### src/rtl/ic74192_drv_pkg.sv
// Shared encodings for the IC74192 command sequencer: opcodes, FSM states, BCD helpers.
// Optional compare monitor is enabled by defining MONITOR_EN (see ic74192_driver).
package ic74192_drv_pkg;

   typedef enum logic [1:0] {
      OP_CLEAR = 2'b00,
      OP_LOAD  = 2'b01,
      OP_UP    = 2'b10,
      OP_DOWN  = 2'b11
   } op_e;

   typedef enum logic [2:0] {
      IDLE    = 3'd0,
      MR_HOLD = 3'd1,
      PL_HOLD = 3'd2,
      P_LOW   = 3'd3,
      P_HIGH  = 3'd4,
      FINISH  = 3'd5
   } state_e;

   localparam logic [3:0] BCD_MAX = 4'd9;

   // One BCD count step, wrapping 9->0 upwards and 0->9 downwards.
   function automatic logic [3:0] bcd_step(input logic [3:0] q, input logic up);
      logic [3:0] r;
      if (up) r = (q >= BCD_MAX) ? 4'd0 : 4'(q + 4'd1);
      else    r = (q == 4'd0) ? BCD_MAX : 4'(q - 4'd1);
      return r;
   endfunction

endpackage

### src/rtl/ic74192_driver_sync2.sv
// Parameterized-width two-flop synchronizer for asynchronous counter pins.
// Used for the terminal-count strobes and, with MONITOR_EN defined, for ic_q.
module sync2 #(
   parameter int               WIDTH   = 1,
   parameter logic [WIDTH-1:0] RST_VAL = '0
) (
   input  logic             clk,
   input  logic             rst,
   input  logic [WIDTH-1:0] d,
   output logic [WIDTH-1:0] q
);

   logic [WIDTH-1:0] meta_p0;
   logic [WIDTH-1:0] sync_p1;

   always_ff @(posedge clk) begin
      if (rst) begin
         meta_p0 <= RST_VAL;
         sync_p1 <= RST_VAL;
      end else begin
         meta_p0 <= d;
         sync_p1 <= meta_p0;
      end
   end

   assign q = sync_p1;

endmodule

### src/rtl/ic74192_driver.sv
// Command sequencer driving the MR/PL/UP/DN pins of an IC74192 BCD counter with a shadow count.
// Define MONITOR_EN to compare the synchronized counter outputs against the shadow count.
module ic74192_driver
   import ic74192_drv_pkg::*;
#(
   parameter int PULSE_W = 4,
   parameter int MR_W    = 2,
   parameter int PL_W    = 2
) (
   input  logic       clk,
   input  logic       rst,
   input  logic       cmd_valid,
   output logic       cmd_ready,
   input  logic [1:0] cmd_op,
   input  logic [3:0] cmd_data,
   output logic       done,
   output logic       err,
   output logic [3:0] exp_q,
   output logic [3:0] ic_d,
   output logic       ic_up,
   output logic       ic_dn,
   output logic       ic_pl,
   output logic       ic_mr,
   input  logic [3:0] ic_q,
   input  logic       ic_tcu_n,
   input  logic       ic_tcd_n,
   output logic       carry,
   output logic       borrow,
   output logic       mismatch
);

   localparam logic [7:0] MR_LAST = 8'(MR_W - 1);
   localparam logic [7:0] PL_LAST = 8'(PL_W - 1);
   localparam logic [7:0] PW_LAST = 8'(PULSE_W - 1);

   state_e     state, state_nxt;
   logic [7:0] cnt, cnt_nxt;
   logic [3:0] npul, npul_nxt;
   logic       dir_up, dir_up_nxt;
   op_e        op_q, op_nxt;

   logic       accept;
   logic       load_ok;
   logic       load_bad;
   logic       step_now;

   logic       ic_up_nxt, ic_dn_nxt, ic_pl_nxt, ic_mr_nxt;
   logic       done_nxt, err_nxt, ready_nxt;
   logic [3:0] ic_d_nxt, exp_q_nxt;

   assign accept   = cmd_valid && cmd_ready;
   assign load_ok  = accept && (cmd_op == OP_LOAD) && (cmd_data <= BCD_MAX);
   assign load_bad = accept && (cmd_op == OP_LOAD) && (cmd_data > BCD_MAX);
   // The shadow count moves on the edge that starts the high phase of a pulse.
   assign step_now = (state == P_LOW) && (cnt == PW_LAST);

   always_ff @(posedge clk) begin
      if (rst) begin
         state  <= IDLE;
         cnt    <= '0;
         npul   <= '0;
         dir_up <= 1'b1;
         op_q   <= OP_CLEAR;
      end else begin
         state  <= state_nxt;
         cnt    <= cnt_nxt;
         npul   <= npul_nxt;
         dir_up <= dir_up_nxt;
         op_q   <= op_nxt;
      end
   end

   // FINISH is the done cycle; it accepts a new command exactly like IDLE.
   always_comb begin
      state_nxt  = state;
      cnt_nxt    = cnt;
      npul_nxt   = npul;
      dir_up_nxt = dir_up;
      op_nxt     = op_q;
      case (state)
         IDLE, FINISH: begin
            state_nxt = IDLE;
            if (accept) begin
               cnt_nxt = '0;
               op_nxt  = op_e'(cmd_op);
               case (cmd_op)
                  OP_CLEAR: state_nxt = MR_HOLD;
                  OP_LOAD:  state_nxt = (cmd_data > BCD_MAX) ? FINISH : PL_HOLD;
                  default: begin
                     dir_up_nxt = (cmd_op == OP_UP);
                     npul_nxt   = cmd_data;
                     state_nxt  = (cmd_data == 4'd0) ? FINISH : P_LOW;
                  end
               endcase
            end
         end
         MR_HOLD: begin
            if (cnt == MR_LAST) state_nxt = FINISH;
            else                cnt_nxt   = cnt + 8'd1;
         end
         PL_HOLD: begin
            if (cnt == PL_LAST) state_nxt = FINISH;
            else                cnt_nxt   = cnt + 8'd1;
         end
         P_LOW: begin
            if (cnt == PW_LAST) begin
               state_nxt = P_HIGH;
               cnt_nxt   = '0;
            end else begin
               cnt_nxt = cnt + 8'd1;
            end
         end
         P_HIGH: begin
            if (cnt == PW_LAST) begin
               cnt_nxt   = '0;
               npul_nxt  = 4'(npul - 4'd1);
               state_nxt = (npul == 4'd1) ? FINISH : P_LOW;
            end else begin
               cnt_nxt = cnt + 8'd1;
            end
         end
         default: state_nxt = IDLE;
      endcase
   end

   // Pin and status values for the next cycle, decoded from the next state.
   always_comb begin
      ic_up_nxt = !((state_nxt == P_LOW) && dir_up_nxt);
      ic_dn_nxt = !((state_nxt == P_LOW) && !dir_up_nxt);
      ic_mr_nxt = (state_nxt == MR_HOLD);
      ic_pl_nxt = (state_nxt != PL_HOLD);
      done_nxt  = (state_nxt == FINISH);
      err_nxt   = load_bad;
      ready_nxt = (state_nxt == IDLE) || (state_nxt == FINISH);
      ic_d_nxt  = load_ok ? cmd_data : ic_d;
      exp_q_nxt = exp_q;
      if (accept && (cmd_op == OP_CLEAR)) exp_q_nxt = 4'd0;
      else if (load_ok)                   exp_q_nxt = cmd_data;
      else if (step_now)                  exp_q_nxt = bcd_step(exp_q, dir_up);
   end

   always_ff @(posedge clk) begin
      if (rst) begin
         ic_up     <= 1'b1;
         ic_dn     <= 1'b1;
         ic_pl     <= 1'b1;
         ic_mr     <= 1'b0;
         ic_d      <= 4'd0;
         exp_q     <= 4'd0;
         done      <= 1'b0;
         err       <= 1'b0;
         cmd_ready <= 1'b0;
      end else begin
         ic_up     <= ic_up_nxt;
         ic_dn     <= ic_dn_nxt;
         ic_pl     <= ic_pl_nxt;
         ic_mr     <= ic_mr_nxt;
         ic_d      <= ic_d_nxt;
         exp_q     <= exp_q_nxt;
         done      <= done_nxt;
         err       <= err_nxt;
         cmd_ready <= ready_nxt;
      end
   end

   // Terminal-count strobes: sync, then flag each synchronized falling edge.
   logic [1:0] tc_sync_p1;
   logic [1:0] tc_prev_p2;

   sync2 #(.WIDTH(2), .RST_VAL(2'b11)) u_tc_sync (
      .clk (clk),
      .rst (rst),
      .d   ({ic_tcu_n, ic_tcd_n}),
      .q   (tc_sync_p1)
   );

   always_ff @(posedge clk) begin
      if (rst) begin
         tc_prev_p2 <= 2'b11;
         carry      <= 1'b0;
         borrow     <= 1'b0;
      end else begin
         tc_prev_p2 <= tc_sync_p1;
         carry      <= tc_prev_p2[1] && !tc_sync_p1[1];
         borrow     <= tc_prev_p2[0] && !tc_sync_p1[0];
      end
   end

`ifdef MONITOR_EN
   logic [3:0] q_sync_p1;
   logic       chk_now;

   sync2 #(.WIDTH(4), .RST_VAL(4'd0)) u_q_sync (
      .clk (clk),
      .rst (rst),
      .d   (ic_q),
      .q   (q_sync_p1)
   );

   assign chk_now = ((state == P_HIGH) && (cnt == PW_LAST)) ||
                    ((state == FINISH) && ((op_q == OP_CLEAR) || (op_q == OP_LOAD)));

   always_ff @(posedge clk) begin
      if (rst)                                  mismatch <= 1'b0;
      else if (accept && (cmd_op == OP_CLEAR))  mismatch <= 1'b0;
      else if (chk_now && (q_sync_p1 != exp_q)) mismatch <= 1'b1;
   end
`else
   logic unused_mon;
   assign unused_mon = ^{ic_q, op_q};
   assign mismatch   = 1'b0;
`endif

endmodule

### config.mk
export PLATFORM = sky130hd
export DESIGN_NAME = ic74192_driver
export DESIGN_NICKNAME = d
export VERILOG_FILES = /design/src/rtl/ic74192_drv_pkg.sv /design/src/rtl/ic74192_driver_sync2.sv /design/src/rtl/ic74192_driver.sv
export SDC_FILE = /design/constraint.sdc
export NUM_CORES = 1
export LEC_CHECK = 0
export BUFFER_PORTS_ARGS = -buffer_cell sky130_fd_sc_hd__buf_4
export CAP_MARGIN = 10
export CELL_PAD_IN_SITES_DETAIL_PLACEMENT = 1
export CELL_PAD_IN_SITES_GLOBAL_PLACEMENT = 2
export CORE_MARGIN = 1
export CORE_UTILIZATION = 30
export CTS_CLUSTER_DIAMETER = 30
export DETAILED_ROUTE_END_ITERATION = 16
export PLACE_DENSITY_LB_ADDON = 0.25
export SLEW_MARGIN = 20
export SYNTH_ARGS = -nofsm -noshare
export SYNTH_HDL_FRONTEND = slang
export SYNTH_SLANG_ARGS = --single-unit
### constraint.sdc
create_clock -name clk -period 5 [get_ports clk]
set_input_delay 1.5 -clock clk [delete_from_list [all_inputs] [get_ports clk]]
set_output_delay 1.5 -clock clk [all_outputs]
set_load 0.05 [all_outputs]
Word level (Yosys, flattened, before mapping)
Index checks and enable logic that the tools add are counted.

word-level totals
  memories kept = 0
  word-level logic and storage cells = 99
  output and inout port bits = 18
  input port bits = 15
  register bits = 39
  latch bits = 0
  RAM bits = 0
  ROM bits = 0

cells by class
  magnitude comparators = 3
  muxes and demuxes = 25
  equality and inequality tests = 18
  add/subtract/negate cells = 4
  shifts and indexed selects = 0
  divide/modulo/power cells = 0
  multipliers = 0
  bitwise operators = 0
  reduce and logical (&&, ||, !) cells = 31

operators by type and width
  operator                                                                number
  4-bit 2-to-1 mux                                                        8
  8-bit 2-to-1 mux                                                        3
  8-bit case mux with 3 select lines                                      1
  3-bit 2-to-1 mux                                                        7
  3-bit case mux with 4 select lines                                      1
  1-bit logical AND                                                       10
  2-bit OR reduction                                                      5
  3-bit by 2-bit equality test with 1-bit output (second input constant)  3
  3-bit equality test (second input constant)                             3
  8-bit by 1-bit adder with 8-bit output (second input constant)          1
  8-bit by 1-bit equality test with 1-bit output (second input constant)  1
  8-bit by 2-bit equality test with 1-bit output (second input constant)  1
  4-bit zero test                                                         2
  2-bit inequality test (second input constant)                           4
  4-bit case mux with 2 select lines                                      1
  4-bit by 1-bit subtractor with 4-bit output (second input constant)     2
  3-bit by 1-bit equality test with 1-bit output (second input constant)  2
  3-bit zero test                                                         2
  3-bit case mux with 2 select lines                                      1
  1-bit zero test                                                         5
  4-bit by 1-bit adder with 4-bit output (second input constant)          1
  4-bit by 1-bit equality test with 1-bit output (second input constant)  1
  4-bit greater-or-equal comparator (second input constant)               1
  4-bit greater-than comparator (second input constant)                   1
  11 further kinds                                                        14

Depth between registers and ports, before layout
Gate-level depths: netlist of the first run.

  word-level depth = 8
  mapped depth = 7
  depth with buffers taken out = 7

Modules after synthesis
A second synthesis of the first run with hierarchy kept.

unflattened totals
  cell total of the unflattened synthesis = 246
  area total of the unflattened synthesis = 2015.7 um^2

by module, submodules not included
  module          sequential area each (um^2)  instances  cells each  area an instance (um^2)
  ic74192_driver  700.7                        1          238         1910.6
  sync2           80.1                         1          8           105.1

Least setup slack after synthesis of the first run
No wires, ideal clock.

  path type = input to register
  start = in cmd_valid
  end = reg ic_pl
  path buffers = 0
  arrival = 2.837 ns
  path slack = 2.028 ns
  required time = 4.865 ns
  setup time = 0.135 ns
  cell stages on the path = 5
  cells stage by stage = nand2_1 or3_1 a211o_1 o221a_4 or4_4

between the ends
  word-level cells in the longest chain between the ends = 4

ends and longest elaborated chain
  what                                              RTL line               source
  start, declared                                   ic74192_driver.sv:12   input logic cmd_valid,
  1-bit logical AND                                 ic74192_driver.sv:51   assign accept = cmd_valid && cmd_ready;
  3-bit 2-to-1 mux                                  ic74192_driver.sv:83   if (accept) begin
  3-bit case mux with 4 select lines                ic74192_driver.sv:80   case (state)
  3-bit by 2-bit inequality test with 1-bit output  ic74192_driver.sv:131  ic_pl_nxt = (state_nxt != PL_HOLD);
  end signal, assigned                              ic74192_driver.sv:156  ic_pl <= ic_pl_nxt;
  end, declared                                     ic74192_driver.sv:22   output logic ic_pl,

Every way passes these cells.
A chain may end at the register's enable or synchronous reset.

Worst setup path after layout of the first run
  start = in cmd_valid
  end = reg cnt[5]

between the ends
  word-level cells in the longest chain between the ends = 3

ends and longest elaborated chain
  what                                    RTL line              source
  1-bit logical AND                       ic74192_driver.sv:51
  2-bit inequality test (no source line)  -
  3-bit AND reduction (no source line)    -
  end signal, assigned                    ic74192_driver.sv:66  cnt <= cnt_nxt;
  end, declared                           ic74192_driver.sv:37  logic [7:0] cnt, cnt_nxt;

Every way passes these cells.

==> results of run 1 <==
## metrics by stage
stage	cell area, um^2	hold WS, ns	setup WS (ns)	std cells	total power [mW]
global route	2501	0.4383	1.850	369	0.9909
finish	2501	0.4102	2.020	369	0.9293
global placement	2384	0.3908	1.790	361	0.6618
CTS	2501	0.4148	2.037	369	0.9431
detailed placement	2384	0.3983	1.727	361	0.6649
floorplan	2128	0.3895	2.028	250	0.5941
## layout by cell type, fill, tap and decap left out, drive strengths merged, types with 7 or more instances in the layout
master and count:
nand2 22, dfxtp 39, nor2 16, or2 8, o21ai 14, ha 7
nand3 7, buf 27, inv 14, a21oi 28
## sequential cells by signal (all words and copies together) (netlist names)
name / cells
u_tc_sync.meta_p0: 2
exp_q: 4
borrow: 1
state: 3
cmd_ready: 1
cnt: 8
ic_pl: 1
done: 1
ic_d: 4
dir_up: 1
u_tc_sync.q: 2
err: 1
ic_mr: 1
npul: 4
ic_dn: 1
carry: 1
ic_up: 1
tc_prev_p2: 2
## per-layer routing
| layer | vias up | routed length, um | GRT usage |
|---|---|---|---|
| met2 | 24 | 2225 | 0.2237 |
| met1 | 901 | 2834 | 0.2181 |
| met4 | 0 | 31 | 0.04091 |
| li1 | 954 | - | - |
| met5 | - | 0 | 0 |
| met3 | 2 | 134 | 0.03143 |
## final timing paths
| kind | endpoint | slack (ns) |
|---|---|---|
| worst max-delay path | cnt[5] | 2.02 |
| worst min-delay path | carry | 0.41 |
| worst max register to register | cnt[5] | 2.67 |
| worst min register to register | carry | 0.41 |
## cells by family after synthesis
kind of cell	share of synthesized area
other	0.001762
multiplexers	0.01411
XOR/XNOR	0.02058
AND/OR/NAND/NOR	0.2557
flip-flops	0.3668
buffers and inverters	0.05643
AO/OA/AOI/OAI	0.2434
adder cells (fa/ha/maj)	0.04115
## where the power goes
| group | switching [mW] | leakage, nW | internal (mW) |
|---|---|---|---|
| Combinational | 0.175 | 0.562 | 0.105 |
| Sequential | 0.0401 | 0.317 | 0.337 |
| Clock | 0.111 | 0.0612 | 0.162 |
## synth_stat cells, types with 2 or more instances
library cell	n	area (um^2)
o21ai_1	3	15.01
o21a_1	2	15.01
buf_2	3	15.01
mux2i_1	3	30.03
nand4_1	3	18.77
xor2_1	4	35.03
dfxtp_1	39	780.8
ha_1	7	87.58
nor3b_1	3	22.52
inv_1	14	52.55
or3_1	4	25.02
or3b_2	4	35.03
nand3b_1	3	22.52
clkbuf_1	6	22.52
o31ai_1	3	22.52
a21oi_1	28	140.1
a211o_1	5	43.79
nor2_1	15	56.30
o21ai_0	11	55.05
buf_4	2	15.01
nor2b_1	3	18.77
nand3_1	6	30.03
or2_2	7	43.79
nor3_1	5	25.02
and3_1	2	12.51
nand2_1	22	82.58
a211oi_1	3	22.52
a311oi_1	2	17.52
or4_1	2	15.01
a2bb2oi_1	2	17.52
## critical path, stage by stage
cell      delay, ns
buf_4          0.08
nand2_1        0.17
a211oi_1       0.34
o21ai_1        0.36
or4_1          0.60
a21oi_1        0.15
## final cells by class
class,count,share of cell area
sequential,39,0.3122
clock buffer,6,0.03302
clock inverter,2,0.01401
multi-input combinational,185,0.4907
inverter,14,0.02101
timing repair buffer,27,0.08104
tap,96,0.04802
==> results.ini, run 1 <==
[sta]
slew_violations = 0
finClkSkew_ns = 0.009343
setup_tns_ns = 0
slew_headroom = 0.4270
hold_violations = 0
grt_setup_unrepaired = no
max_freq_mhz = 335.6
finalSetupViolCount = 0
finalCritPeriodShare = 0.5960
tightest_slew_ns = 0.8537
layout_min_cycle_time_ns = 2.980

[grt]
gr-total-overflow = 0
grtUsageTotal = 0.1501
grt_first_pass_wirelength_mm = 8.735
grt_antenna_before_repair = 0
grt_pass1_vias = 1780
grt_max_degree = 23

[cts]
cts_resized = 0
clock_latency_ns = 0.29
clk_pin_slew_ns = 0.07
clockBufferDepth = 2
cts_buffers = 5
root_buffer = clkbuf_8
cts_setup_buffers = 0
cts.sinks = 39
cts_tree = yes
htree_levels = 2
cts_hold_buf = 0

[floorplanning]
die_w_um = 86.23
start_util = 0.3115
core_area_um2 = 6832
die_area_um2 = 7435
io_pins = 33
die_h_um = 86.23
rows = 30

[synthesis]
avgSynthCellArea_um2 = 8.513
syn_inst = 250
synth_seq_area_share = 0.3668
synth-edff-count = 0
yosys_warnings = 0
async_flop_share = 0
netlist_area_um2 = 2128
ys_ff_latch = 39
yosysUniqueCellTypes = 64
synth_flop_cell = dfxtp_1
syn-num-nets = 272

[detailed_routing]
first_pass_iters = 4
vias_per_cell = 5.098
vias = 1881
ant_nets = 0
routedWlPerCell_um = 14.16
wirelength_mm = 5.226
drt_iter0_markers = 91
drt_drc_violations_left = 0

[setup_path]
crit_fanout = 13
cp.arrival_ns = 3.19
startpoint = cmd_valid
critPathKind = input pin to register
start_kind = input pin
critical_path_required_ns = 5.21
r2r_start = state[2]
worstSetupEndpointType = register
reg2reg_depth = 5

[layout]
drive_gt1_frac = 0.2088
final_nets = 294
post-route-util = 0.3661
fillCellCount = 848
regArea_um2 = 780.7
multi_input_area_um2 = 1227
syn2layout_area_growth_pct = 17.52
diodes = 0

[place]
place_hpwl_mm = 3.841
gp_congestion = 0.7433
numPortBuffers = 27

[pwr]
power_leakage_nw = 0.9399
peakVddDrop_mv = 0.1474
cellPowerDensity_nw_per_um2 = 371.5

[outcome]
status = finished, final reports clean

[worst_hold_path]
hp-class = register to register
min_path_cells = 2
hold_start = tc_prev_p2[1]

[run]
maxCapViolations = 0

No activity file was read; power rests on OpenSTA's default activity.
==> run 2: changes to the inputs <==
- clock period: 5 -> 2.6 ns (I/O delays scaled with it)
==> results.ini, run 2 (same netlist as run 1, synthesis figures left out) <==
[sta]
finClkSkew_ns = 0.01442  ; +0.005081 ns
finalHoldWorstSlack_ns = 0.4106  ; +0.0004140 ns
slew_headroom = 0.6077  ; +0.1807
hold_violations = 0  ; unchanged
setup_tns_ns = 0  ; unchanged
finalCritPeriodShare = 0.8445
finalSetupViolCount = 0  ; unchanged
grt_setup_unrepaired = no
tightest_slew_ns = 0.5861  ; -0.2676 ns
layout_min_cycle_time_ns = 2.196
slew_violations = 0  ; unchanged
worst_slack_ns = 0.4044  ; -1.616 ns
max_freq_mhz = 455.4

[floorplanning]
die_area_um2 = 7435  ; unchanged
die_w_um = 86.23  ; unchanged
die_h_um = 86.23  ; unchanged
rows = 30  ; unchanged
start_util = 0.3115  ; unchanged
core_area_um2 = 6832  ; unchanged
io_pins = 33  ; unchanged

[grt]
grt_max_degree = 23  ; unchanged
grt_antenna_before_repair = 0  ; unchanged
grt_first_pass_wirelength_mm = 9.232  ; +5.7%
gr-total-overflow = 0  ; unchanged
grt_pass1_vias = 1844  ; +3.6%
grtUsageTotal = 0.1572  ; +0.007110

[setup_path]
critPathKind = register to register
start_kind = register
cp.arrival_ns = 2.38  ; -0.81 ns
worstSetupEndpointType = register
critical_path_required_ns = 2.78  ; -2.43 ns
crit_fanout = 13  ; unchanged

[cts]
cts_resized = 0  ; unchanged
cts_setup_buffers = 0  ; unchanged
cts_hold_buf = 0  ; unchanged
clk_pin_slew_ns = 0.09  ; +0.02 ns
root_buffer = clkbuf_8
clock_latency_ns = 0.30  ; about the same
cts.sinks = 39  ; unchanged
cts_tree = yes
htree_levels = 2  ; unchanged
cts_buffers = 5  ; unchanged
clockBufferDepth = 2  ; unchanged

[pwr]
clock_power_share = 0.291  ; -0.002
peakVddDrop_mv = 0.3194  ; +120%
cellPowerDensity_nw_per_um2 = 722.6  ; +94%
p_sw_mw = 0.6493  ; +99%
seqPwrFrac = 0.388  ; -0.018
switching_share = 0.3529  ; +0.002115
p_comb_frac = 0.321  ; +0.020
power_leakage_nw = 0.9706  ; +3.3%
p_int_mw = 1.191  ; +97%

[place]
numPortBuffers = 27  ; unchanged
place_area_um2 = 2429  ; +1.9%
place_hpwl_mm = 3.943  ; +2.7%
dpl_worst_slack_ns = 0.1561  ; -1.571 ns
gp_congestion = 0.8052  ; +8.3%

[detailed_routing]
drt_drc_violations_left = 0  ; unchanged
drt_iter0_markers = 54  ; -41%
wirelength_mm = 5.371  ; +2.8%
ant_nets = 0  ; unchanged
vias = 1869  ; -0.64%
first_pass_iters = 4  ; unchanged
vias_per_cell = 4.984  ; -2.2%
routedWlPerCell_um = 14.32  ; +1.1%

[layout]
drive_gt1_frac = 0.2258  ; +0.01702
layout_common_cells = dfxtp_1 (39), buf_4 (33), a21oi_1 (28)
largest_register_ffs = 8  ; unchanged
diodes = 0  ; unchanged
mostFrequentLayoutCell = dfxtp_1
syn2layout_area_growth_pct = 19.64
final_nets = 300  ; +2.0%
top_register = cnt
final_area_um2 = 2546  ; +1.8%

[worst_hold_path]
hp-class = register to register

[run]
maxCapViolations = 0  ; unchanged

[outcome]
status = finished, final reports clean

==> run 2: layer usage <==
metal,global-route usage,wire [um],vias up
met5,0,0,-
met4,0.04545,65,0
met3,0.03143,152,7
met2,0.2417,2268,22
met1,0.2223,2884,876
li1,-,-,964
==> run 2: worst paths after layout <==
path            startpoint  endpoint  slack [ns]  depth (start not counted)
min          tc_prev_p2[0]    borrow        0.41                          2
max               state[2]     ic_pl        0.40                          5
max reg2reg       state[2]     ic_pl        0.40                          5
min reg2reg  tc_prev_p2[0]    borrow        0.41                          2
==> run 2: final cells by class <==
cell class	instances	area (um^2)
clock buffer	6	82.58
clock inverter	2	35.03
fill	839	4285
inverter	14	52.55
multi-input combinational	185	1227
sequential	39	780.7
tap	96	120.1
timing repair buffer	33	247.7
==> run 2: metrics by stage <==
stage / util / power [mW] / cells
floorplan: - / 1.143 / 250
global placement: 0.3555 / 1.311 / 367
detailed placement: 0.3555 / 1.318 / 367
CTS: 0.3727 / 1.863 / 375
global route: 0.3727 / 1.949 / 375
finish: 0.3727 / 1.840 / 375
==> run 2: worst max-delay path: stages, from the launching register on <==
cell     delay, ns
dfxtp_1       0.61
xor2_1        0.16
or3_1         0.42
a211o_1       0.25
o221a_4       0.14
or4_4         0.50
==> run 2: power by group through the flow <==
stage	combinational [mW]	clock, mW	sequential [mW]
detailed placement	0.591	0	0.727
floorplan	0.368	0	0.774
global placement	0.583	0	0.728
CTS	0.594	0.555	0.714
global route	0.652	0.574	0.723
finish	0.591	0.535	0.714
==> run 3: changes to the inputs <==
- clock period: 2.6 -> 2.15 ns (I/O delays scaled with it)
==> results.ini, run 3 (same netlist as run 1, synthesis figures left out) <==
[pwr]
p_sw_mw = 0.8230  ; +27%
power_leakage_nw = 1.093  ; +13%
cellPowerDensity_nw_per_um2 = 890.8  ; +23%
power_mw = 2.461  ; +34%
switching_share = 0.3344  ; -0.01847
peakVddDrop_mv = 0.3858  ; +21%
clock_power_share = 0.300  ; +0.009
p_int_mw = 1.638  ; +38%
p_comb_frac = 0.357  ; +0.036
seqPwrFrac = 0.344  ; -0.044

[layout]
fin_cells = 398  ; +6.1%
fillCellCount = 828  ; -1.3%
layout_common_cells = buf_4 (55), dfxtp_1 (37), a21oi_1 (28)
drive_gt1_frac = 0.2947  ; +0.06890
post-route-util = 0.4044  ; +0.03168
diodes = 0  ; unchanged
syn2layout_area_growth_pct = 29.81
mostFrequentLayoutCell = buf_4
largest_register_ffs = 8  ; unchanged
final_nets = 323  ; +7.7%
top_register = cnt

[cts]
htree_levels = 2  ; unchanged
cts_buffers = 5  ; unchanged
cts_resized = 0  ; unchanged
clock_latency_ns = 0.30  ; about the same
cts_hold_buf = 0  ; unchanged
cts_tree = yes
clockBufferDepth = 2  ; unchanged
cts_setup_buffers = 0  ; unchanged
cts.sinks = 39  ; unchanged
root_buffer = clkbuf_8
clk_pin_slew_ns = 0.08  ; about the same

[sta]
grt_setup_unrepaired = no
finalHoldWorstSlack_ns = 0.4140  ; +0.003415 ns
max_freq_mhz = 492.0  ; +8.0%
slew_headroom = 0.6657  ; +0.05794
layout_min_cycle_time_ns = 2.033  ; -0.1630 ns
slew_violations = 0  ; unchanged
tightest_slew_ns = 0.4972  ; -0.08889 ns
finalSetupViolCount = 0  ; unchanged
hold_violations = 0  ; unchanged
finalCritPeriodShare = 0.9454  ; +0.1009
finClkSkew_ns = 0.007970  ; -0.006454 ns
setup_tns_ns = 0  ; unchanged

[outcome]
status = finished, final reports clean

[floorplanning]
core_area_um2 = 6832  ; unchanged
io_pins = 33  ; unchanged
rows = 30  ; unchanged
die_h_um = 86.23  ; unchanged
start_util = 0.3115  ; unchanged
die_area_um2 = 7435  ; unchanged
die_w_um = 86.23  ; unchanged

[detailed_routing]
drt_iter0_markers = 111  ; +110%
vias = 1991  ; +6.5%
routedWlPerCell_um = 14.23  ; -0.66%
first_pass_iters = 4  ; unchanged
ant_nets = 0  ; unchanged
wirelength_mm = 5.663  ; +5.4%
vias_per_cell = 5.003  ; +0.37%
drt_drc_violations_left = 0  ; unchanged

[run]
maxCapViolations = 0  ; unchanged

[setup_path]
cp.arrival_ns = 2.21  ; -0.17 ns
crit_slowest_cell = or4_4
crit_fanout = 5  ; -8
cp_num_buf_inv = 0  ; unchanged
start_kind = register
critical_path_required_ns = 2.32  ; -0.46 ns
r2r_slack_ns = 0.12  ; -0.29 ns
worstPathCellList = nor4_4 > nand3_4 > or2_4 > o221a_4 > or4_4
critPathTopFamily = simple AND/OR/NAND/NOR gates
worstSetupEndpointType = register
critPathKind = register to register
max_stage_delay_ns = 0.51  ; -0.10 ns

[grt]
grt_first_pass_wirelength_mm = 9.473  ; +2.6%
grtUsageTotal = 0.1622  ; +0.005057
grt_max_degree = 23  ; unchanged
gr-total-overflow = 0  ; unchanged
grt_pass1_vias = 1933  ; +4.8%
grt_antenna_before_repair = 0  ; unchanged

[place]
place_hpwl_mm = 4.220  ; +7.0%
gp_congestion = 0.7821  ; -2.9%
dp.cells = 390  ; +6.3%
numPortBuffers = 27  ; unchanged

[worst_hold_path]
hp-class = register to register

## run 3: metrics by stage
step                      instance area (um^2)  setup WS [ns]
after floorplan                           2130        0.01554
after global placement                    2615       -0.06588
after detailed placement                  2615       -0.06380
after CTS                                 2748         0.1078
after global routing                      2763        0.04706
final                                     2763         0.1174
## run 3: area by class of cell
cell class / instances / area, um^2 / area share
Timing Repair Buffer: 56 / 432.9 / 0.1567
Sequential cell: 39 / 783.3 / 0.2835
Clock buffer: 6 / 72.57 / 0.02627
Multi-Input combinational cell: 185 / 1241 / 0.4493
Tap cell: 96 / 120.1 / 0.04348
Clock inverter: 2 / 60.06 / 0.02174
Inverter: 14 / 52.55 / 0.01902
## run 3: tightest hold or removal path, delay by kind of cell, from the launching register on
family / cells / cell delay [ns]
buffers and inverters: 1 / 0.04
and+or+nand+nor: 1 / 0.03
DFF: 1 / 0.31
## run 3: power by group through the flow
stage	Clock (mW)	Combinational, mW	Sequential [mW]
detailed placement	0	0.867	0.859
global placement	0	0.854	0.859
CTS	0.752	0.878	0.845
global route	0.781	0.955	0.854
finish	0.737	0.878	0.846
floorplan	0	0.445	0.939
## run 3: final timing paths
kind,depth (start not counted),endpoint,from
max,5,ic_pl,cnt[5]
min,2,borrow,tc_prev_p2[0]
max reg2reg,5,ic_pl,cnt[5]
min reg2reg,2,borrow,tc_prev_p2[0]
## run 3: per-layer routing
layer | part of all wire | vias up | track usage
li1 | - | 1007 | -
met1 | 0.54 | 957 | 0.2364
met2 | 0.42 | 21 | 0.2417
met3 | 0.024 | 6 | 0.03143
met4 | 0.011 | 0 | 0.04697
met5 | 0 | - | 0
